<file path="config.mk">
export PLATFORM = sky130hd
export DESIGN_NAME = fetch_unit
export DESIGN_NICKNAME = d
export VERILOG_FILES = /design/src/rtl/fetch_unit_pkg.sv /design/src/rtl/fetch_unit_fifo.sv /design/src/rtl/fetch_unit.sv
export SDC_FILE = /design/constraint.sdc
export NUM_CORES = 1
export LEC_CHECK = 0
export CORE_ASPECT_RATIO = 1.5
export CORE_UTILIZATION = 53
export CTS_CLUSTER_DIAMETER = 100
export CTS_CLUSTER_SIZE = 25
export DETAILED_ROUTE_END_ITERATION = 8
export PLACE_DENSITY = 0.79
export SETUP_SLACK_MARGIN = 0.5
export SLEW_MARGIN = 20
export SYNTH_ARGS = -nofsm -noshare
export SYNTH_HDL_FRONTEND = slang
export SYNTH_SLANG_ARGS = --single-unit
</file>
<file path="constraint.sdc">
create_clock -name clk -period 10.6 [get_ports clk]
set_input_delay 2.12 -clock clk [delete_from_list [all_inputs] [get_ports clk]]
set_output_delay 2.12 -clock clk [all_outputs]
set_load 0.005 [all_outputs]
</file>
<file path="src/rtl/fetch_unit_pkg.sv">
// Shared fetch-stage types: the entry carried from fetch to decode and the NOP
// word substituted for misaligned fetches.
package fetch_unit_pkg;

  localparam int unsigned XLen            = 32;
  localparam int unsigned InstructionSize = 32;
  localparam int unsigned FifoDepth       = 2;
  localparam int unsigned CountWidth      = 2;

  localparam logic [InstructionSize-1:0] NopInstr = 32'h00000013;

  typedef struct packed {
    logic [XLen-1:0]            pc;
    logic [XLen-1:0]            pc_plus4;
    logic [InstructionSize-1:0] instr;
    logic                       misaligned;
  } fetch_entry_t;

  // A misaligned PC never reaches decode as a real word; it becomes a NOP plus a flag.
  function automatic fetch_entry_t make_entry(input logic [XLen-1:0]            pc,
                                              input logic [InstructionSize-1:0] word);
    fetch_entry_t e;
    e.pc         = pc;
    e.pc_plus4   = pc + 32'd4;
    e.misaligned = (pc[1:0] != 2'b00);
    e.instr      = e.misaligned ? NopInstr : word;
    return e;
  endfunction

endpackage

</file>
<file path="src/rtl/fetch_unit_fifo.sv">
// Two-entry circular FIFO of fetch entries with flush; head is read straight
// from storage so it stays stable while decode stalls.
module fetch_unit_fifo
  import fetch_unit_pkg::*;
(
  input  logic                  clk,
  input  logic                  rst,
  input  logic                  flush,
  input  logic                  push,
  input  logic                  pop,
  input  fetch_entry_t          push_entry,
  output fetch_entry_t          head,
  output logic [CountWidth-1:0] count
);

  fetch_entry_t slots [FifoDepth];
  logic         wr_ptr;
  logic         rd_ptr;

  // Flush only rewinds the pointers; stale slot data is hidden behind count==0.
  always_ff @(posedge clk or posedge rst) begin
    if (rst) begin
      slots[0] <= '0;
      slots[1] <= '0;
      wr_ptr   <= 1'b0;
      rd_ptr   <= 1'b0;
      count    <= '0;
    end else if (flush) begin
      wr_ptr <= 1'b0;
      rd_ptr <= 1'b0;
      count  <= '0;
    end else begin
      if (push) begin
        slots[wr_ptr] <= push_entry;
        wr_ptr        <= ~wr_ptr;
      end
      if (pop) begin
        rd_ptr <= ~rd_ptr;
      end
      count <= count + CountWidth'(push) - CountWidth'(pop);
    end
  end

  assign head = slots[rd_ptr];

  overflow_chk : assert property (@(posedge clk) disable iff (rst)
    !(!flush && count == CountWidth'(FifoDepth) && push && !pop))
    else $error("fetch_unit_fifo: push into full FIFO without pop");

  underflow_chk : assert property (@(posedge clk) disable iff (rst)
    !(!flush && count == '0 && pop))
    else $error("fetch_unit_fifo: pop from empty FIFO");

endmodule

</file>
<file path="src/rtl/fetch_unit.sv">
// RV32I fetch stage: owns the PC, addresses the combinational instruction
// memory, and buffers fetched words for decode; redirects flush and reload.
module fetch_unit
  import fetch_unit_pkg::*;
#(
  parameter  int unsigned N_INSTR  = 32,
  parameter  logic [31:0] RESET_PC = 32'h0000_0000,
  localparam int unsigned AddrSize = $clog2(N_INSTR * 4)
) (
  input  logic                clk,
  input  logic                rst,
  output logic [AddrSize-1:0] imem_addr,
  input  logic [31:0]         imem_instr,
  input  logic                redirect_valid,
  input  logic [31:0]         redirect_pc,
  output logic                out_valid,
  input  logic                out_ready,
  output logic [31:0]         out_instr,
  output logic [31:0]         out_pc,
  output logic [31:0]         out_pc_plus4,
  output logic                out_misaligned
);

  logic [31:0]           pc;
  logic [CountWidth-1:0] count;
  logic                  push;
  logic                  pop;
  fetch_entry_t          fetched;
  fetch_entry_t          head;

  // A pop frees a slot in the same cycle, so a full FIFO still streams 1/cycle.
  assign pop  = out_valid && out_ready;
  assign push = !redirect_valid && ((count < CountWidth'(FifoDepth)) || pop);

  always_ff @(posedge clk or posedge rst) begin
    if (rst) begin
      pc <= RESET_PC;
    end else if (redirect_valid) begin
      pc <= redirect_pc;
    end else if (push) begin
      pc <= pc + 32'd4;
    end
  end

  assign imem_addr = pc[AddrSize-1:0];
  assign fetched   = make_entry(pc, imem_instr);

  fetch_unit_fifo u_fifo (
    .clk        (clk),
    .rst        (rst),
    .flush      (redirect_valid),
    .push       (push),
    .pop        (pop),
    .push_entry (fetched),
    .head       (head),
    .count      (count)
  );

  assign out_valid      = (count != '0);
  assign out_instr      = head.instr;
  assign out_pc         = head.pc;
  assign out_pc_plus4   = head.pc_plus4;
  assign out_misaligned = head.misaligned;

endmodule

</file>
# Yosys cells after proc, flatten, opt, wreduce, memory -nomap -nowiden
# Cells that the tools add are included.
[word_totals]
ff_bits = 230
in_bits = 68
output_inout_bits = 105
wordCells = 48
[op_classes]
add_sub_neg = 3
n_lt_le_gt_ge = 4
mux = 14
bitwise = 5
n_reduce_logical = 10
[op_table]
columns = ["operator", "count"]
rows = [
  ["$mux 97", 4],
  ["$bwmux 194", 1],
  ["$demux 97 s1", 1],
  ["$mux 32", 3],
  ["$add 32x3->32 const B", 1],
  ["$reduce_bool 2->1", 4],
  ["$ge 2x2->1 const B", 2],
  ["$mux 1", 4],
  ["$not 1->2", 2],
  ["$logic_and 1x1->1", 3],
  ["$not 1->1", 3],
  ["$add 2x1->2", 1],
  ["$lt 2x1->1 const B", 1],
  ["$lt 2x2->1 const B", 1],
  ["$mux 2", 1],
  ["$reduce_and 2->1", 1],
  ["$sub 2x1->2", 1],
  ["$logic_not 1->1", 1],
  ["$logic_or 1x1->1", 1],
]

# Logic depth before layout (Yosys ltp)
[logic_depth]
ltp_word = 7
mapped_depth = 8
ltp_nobuf = 8

# By module
# A second synthesis with hierarchy kept.
[unflattened]
cells_unflattened = 887
area_unflattened_um2 = 11217.0
[by_module_without_submodules]
columns = ["mod", "instances", "cells_each", "area_per_inst_um2", "seq_area_each_um2"]
rows = [
  ["fetch_unit_fifo", 1, 534, 8510.7, 4954.8],
  ["fetch_unit", 1, 353, 2706.3, 800.8],
]

# Worst setup path after synthesis
# No wires, ideal clock.
[synth_timing]
path_kind = "register to output"
from = "register u_fifo.rd_ptr"
to = "output out_pc_plus4[0]"
t_arrival_ns = 1.549
required_time_ns = 8.480
setup_slack_ns = 6.931
stages_incl_launch_ff = 6
path_cell_list = "dfrtp_1 clkbuf_1 clkbuf_1 buf_2 mux2_2 buf_4"
[synth_between]
elab_chain_len = 4
[synth_lines]
columns = ["element", "line_no", "source"]
rows = [
  ["start, declared", "fetch_unit_fifo.sv:18", "logic rd_ptr;"],
  ["start signal, assigned", "fetch_unit_fifo.sv:38", "rd_ptr <= ~rd_ptr;"],
  ["$not 1->2 (implied by the code)", "fetch_unit_fifo.sv:44", "assign head = slots[rd_ptr];"],
  ["$mux 97 (implied by the code) (3 in a row)", "fetch_unit_fifo.sv:44", ""],
  ["end, declared", "fetch_unit.sv:20", "output logic [31:0] out_pc_plus4,"],
]
# Every way passes these cells. The select of a mux whose other input is x is not followed.

# Final worst setup path
[layout_timing]
from = "register u_fifo.rd_ptr"
to = "output out_pc[30]"
[layout_between]
elab_chain_len = 4
[layout_lines]
columns = ["element", "line_no", "source"]
rows = [
  ["$not 1->2 (implied by the code)", "fetch_unit_fifo.sv:44", ""],
  ["$mux 97 (implied by the code) (3 in a row)", "fetch_unit_fifo.sv:44", ""],
  ["end, declared", "fetch_unit.sv:19", "output logic [31:0] out_pc,"],
]
# Every way passes these cells. The select of a mux whose other input is x is not followed.

==> run metrics <==
Fin. Hold Viols=0; footprint of the multi-input gates=4560 sq um; Synth async-reset ratio=100%; Setup Total Neg Slack=0 ns; Pwr Density=229 nW/um^2; crit path kind=reg2out; Clock power frac=17.4%; Max IR drop VDD=0.000144 V; max-slew violation count=0; crit-path max FO=78; CP endpoint kind=primary output; share of layout cells above drive strength 1=15.8%; most frequent cells after synthesis=nand2_1 (282), dfrtp_1 (226), mux2_2 (135); Wirelength per Cell=16.4 um; worst hold start=u_fifo.slots[165]; Post-synth EDFFs=0; Ports=173; Leakage=5.44 nW; later-pin clock latency in the skew report=0.48 ns; Post-Syn Nets=1120; largest net degree at the start of global routing=123; ys flop type=dfrtp_1; count leader, synth=nand2_1; Seq/Total Area, Yosys=53.2%; DIE HEIGHT=176 um; Post-Syn Area=10600 sq um; GRT Overall Usage=23.2%; Distinct cells, synth=38; First-pass DRT Iterations=5; initial antenna violation count=0; Period Utilization, post-route=48.0%; WL final=23300 um; clk sinks=226; number of global-route vias before repair=7584; CP max stage delay=0.90 ns; reg2reg path depth=5; # rows=63; buffer count from post-CTS setup fixing=0; Reg power frac=44.9%; DIE AREA=20700 sq um; Worst Tran Pin Value=1.09 ns; CTS tree=done; FMAX=0.196 GHz; yosys warns=0; Final GP Congestion=0.798; leading area contributor after synthesis=dfrtp_1; sw power=0.899 mW; Worst Hold Path Cells=2; ranking of synthesized cells by area=dfrtp_1 (53%), mux2_2 (14%), nand2_1 (9.9%); Cells after Synth=1049; CP Launch Type=register; Syn-to-layout area delta=19.7%; critical path cell sequence=buf_4 > mux2_2 > clkdlybuf4s50_1; endpoints failing setup=0; Logic pwr share=37.7%; # diodes=0; clock buffer depth=3; Starting Density=54.0%; worst clock skew=0.0271 ns; Hold Path End=u_fifo.slots[165]; CP top delay family=buffers and inverters; aggregate global routing overflow=0; clk slew on worst S/H paths=0.10 ns; reg2reg start=u_fifo.count[1]; MaxCap Viol Count=0; CTS Hold Buffers Added=0; CTS root buf=clkbuf_16; Reg2Reg Setup Slack=7.99 ns; Post-DRT Antenna Nets=0; outcome=completed; H-tree depth=1; first-pass GRT wire length=38700 um; hpwl dp=15700 um; Fillers=1593; RSZ-0062 raised after global routing=false; crit path buf inv count=2; core footprint=19700 sq um; RR Endpoint=u_fifo.slots[107]; critical path's slowest cell=buf_4; Register Area=5660 sq um; initial DRC count=491; WP data required=8.48 ns; DR vias/cell=5.38; drc violations=0; hold slack=0.476 ns; Int Power=2.02 mW; Synth top area share=53.2%; WP data arrival=2.97 ns; CTS Buf Count=13; vias=7628; post-layout min period=5.09 ns; Sw Ratio=30.8%; Avg Cell Area, Syn=10.1 sq um; worst hold path class=reg2reg; PortBufs=172; #FFs+latches synth=226; final net count=1228; Worst slew margin=27.3%; placed instance count=1402; non-filler cells, final=1419; CTS-repair resized insts=0; Die Span X=118 um
-- sequential cells by signal, indices dropped and copies added, names as in the netlist --
register       count
pc                32
u_fifo.rd_ptr      1
u_fifo.count       2
u_fifo.wr_ptr      1
u_fifo.slots     190
-- power groups by stage --
stage / sequential, mW / clock [mW] / combinational (mW)
after floorplan: 1.26 / 0 / 0.636
after global placement: 1.31 / 0 / 1.09
after detailed placement: 1.33 / 0 / 1.11
after CTS: 1.31 / 0.526 / 1.12
after global routing: 1.35 / 0.552 / 1.20
final: 1.31 / 0.508 / 1.10
-- metal layers --
layer | up-vias | part of all wire [%] | routed length [um] | global-route usage, %
li1 | 3704 | - | - | -
met5 | - | 0 | 0 | 0
met2 | 195 | 50 | 11600 | 39.4
met1 | 3688 | 43 | 10100 | 31.3
met4 | 0 | 2.9 | 669 | 7.85
met3 | 41 | 3.9 | 904 | 2.01
-- per-stage QoR --
stage / utilization [%] / total power, mW / worst slack, ns / area [sq um]
3_3_place_gp: 62.7 / 2.39 / 5.65 / 12400
5_1_grt: 64.6 / 3.10 / 5.40 / 12700
6_report: 64.6 / 2.92 / 5.51 / 12700
2_1_floorplan: - / 1.89 / 2.29 / 10600
4_1_cts: 64.6 / 2.95 / 5.47 / 12700
3_5_place_dp: 62.7 / 2.44 / 5.63 / 12400
-- final cells by class --
class,count,area share [%]
Clock buffer,15,2.61
Clock inverter,2,0.305
Inverter,6,0.236
Multi-Input combinational cell,729,35.8
Sequential cell,226,44.4
Tap cell,260,2.55
Timing Repair Buffer,181,14.0
-- how the worst max path moves through the flow --
stage / from / endpoint / slack (ns) / depth (start not counted)
floorplan: rst / pc[0] / 2.29 / 1
global placement: out_ready / u_fifo.slots[67] / 5.65 / 7
detailed placement: out_ready / u_fifo.slots[36] / 5.63 / 7
CTS: u_fifo.rd_ptr / out_pc[10] / 5.47 / 3
global route: u_fifo.rd_ptr / out_pc_plus4[1] / 5.40 / 3
finish: u_fifo.rd_ptr / out_pc[30] / 5.51 / 3
-- cell families after synthesis --
group,count (synthesis),share of synthesized area [%]
xor+xnor,60,4.94
flops,226,53.2
mux,136,14.4
simple gates,377,15.7
buf+inv,94,4.17
fa+ha+maj,3,0.353
compound gates,153,7.26
-- layout by cell type, fill, tap and decap left out, types with 3 or more instances in the layout --
cell type,instances
nor3_1,14
xnor2_1,48
o21ai_0,133
ha_1,3
inv_1,5
nand4_1,5
clkbuf_16,13
mux2_2,135
and4_1,3
nor2_1,22
xor2_1,12
dfrtp_1,225
buf_4,8
o21ai_1,17
clkdlybuf4s50_1,171
and3_1,6
nor3_2,7
nor4_1,6
nand2_1,281
nand3_1,14
-- tightest hold or removal path, delay by kind of cell (launching register included) --
family           cells  cell delay [ns]
AND/OR/NAND/NOR      2             0.10
flip-flops           1             0.35
Power figures use the tool's default switching activity.
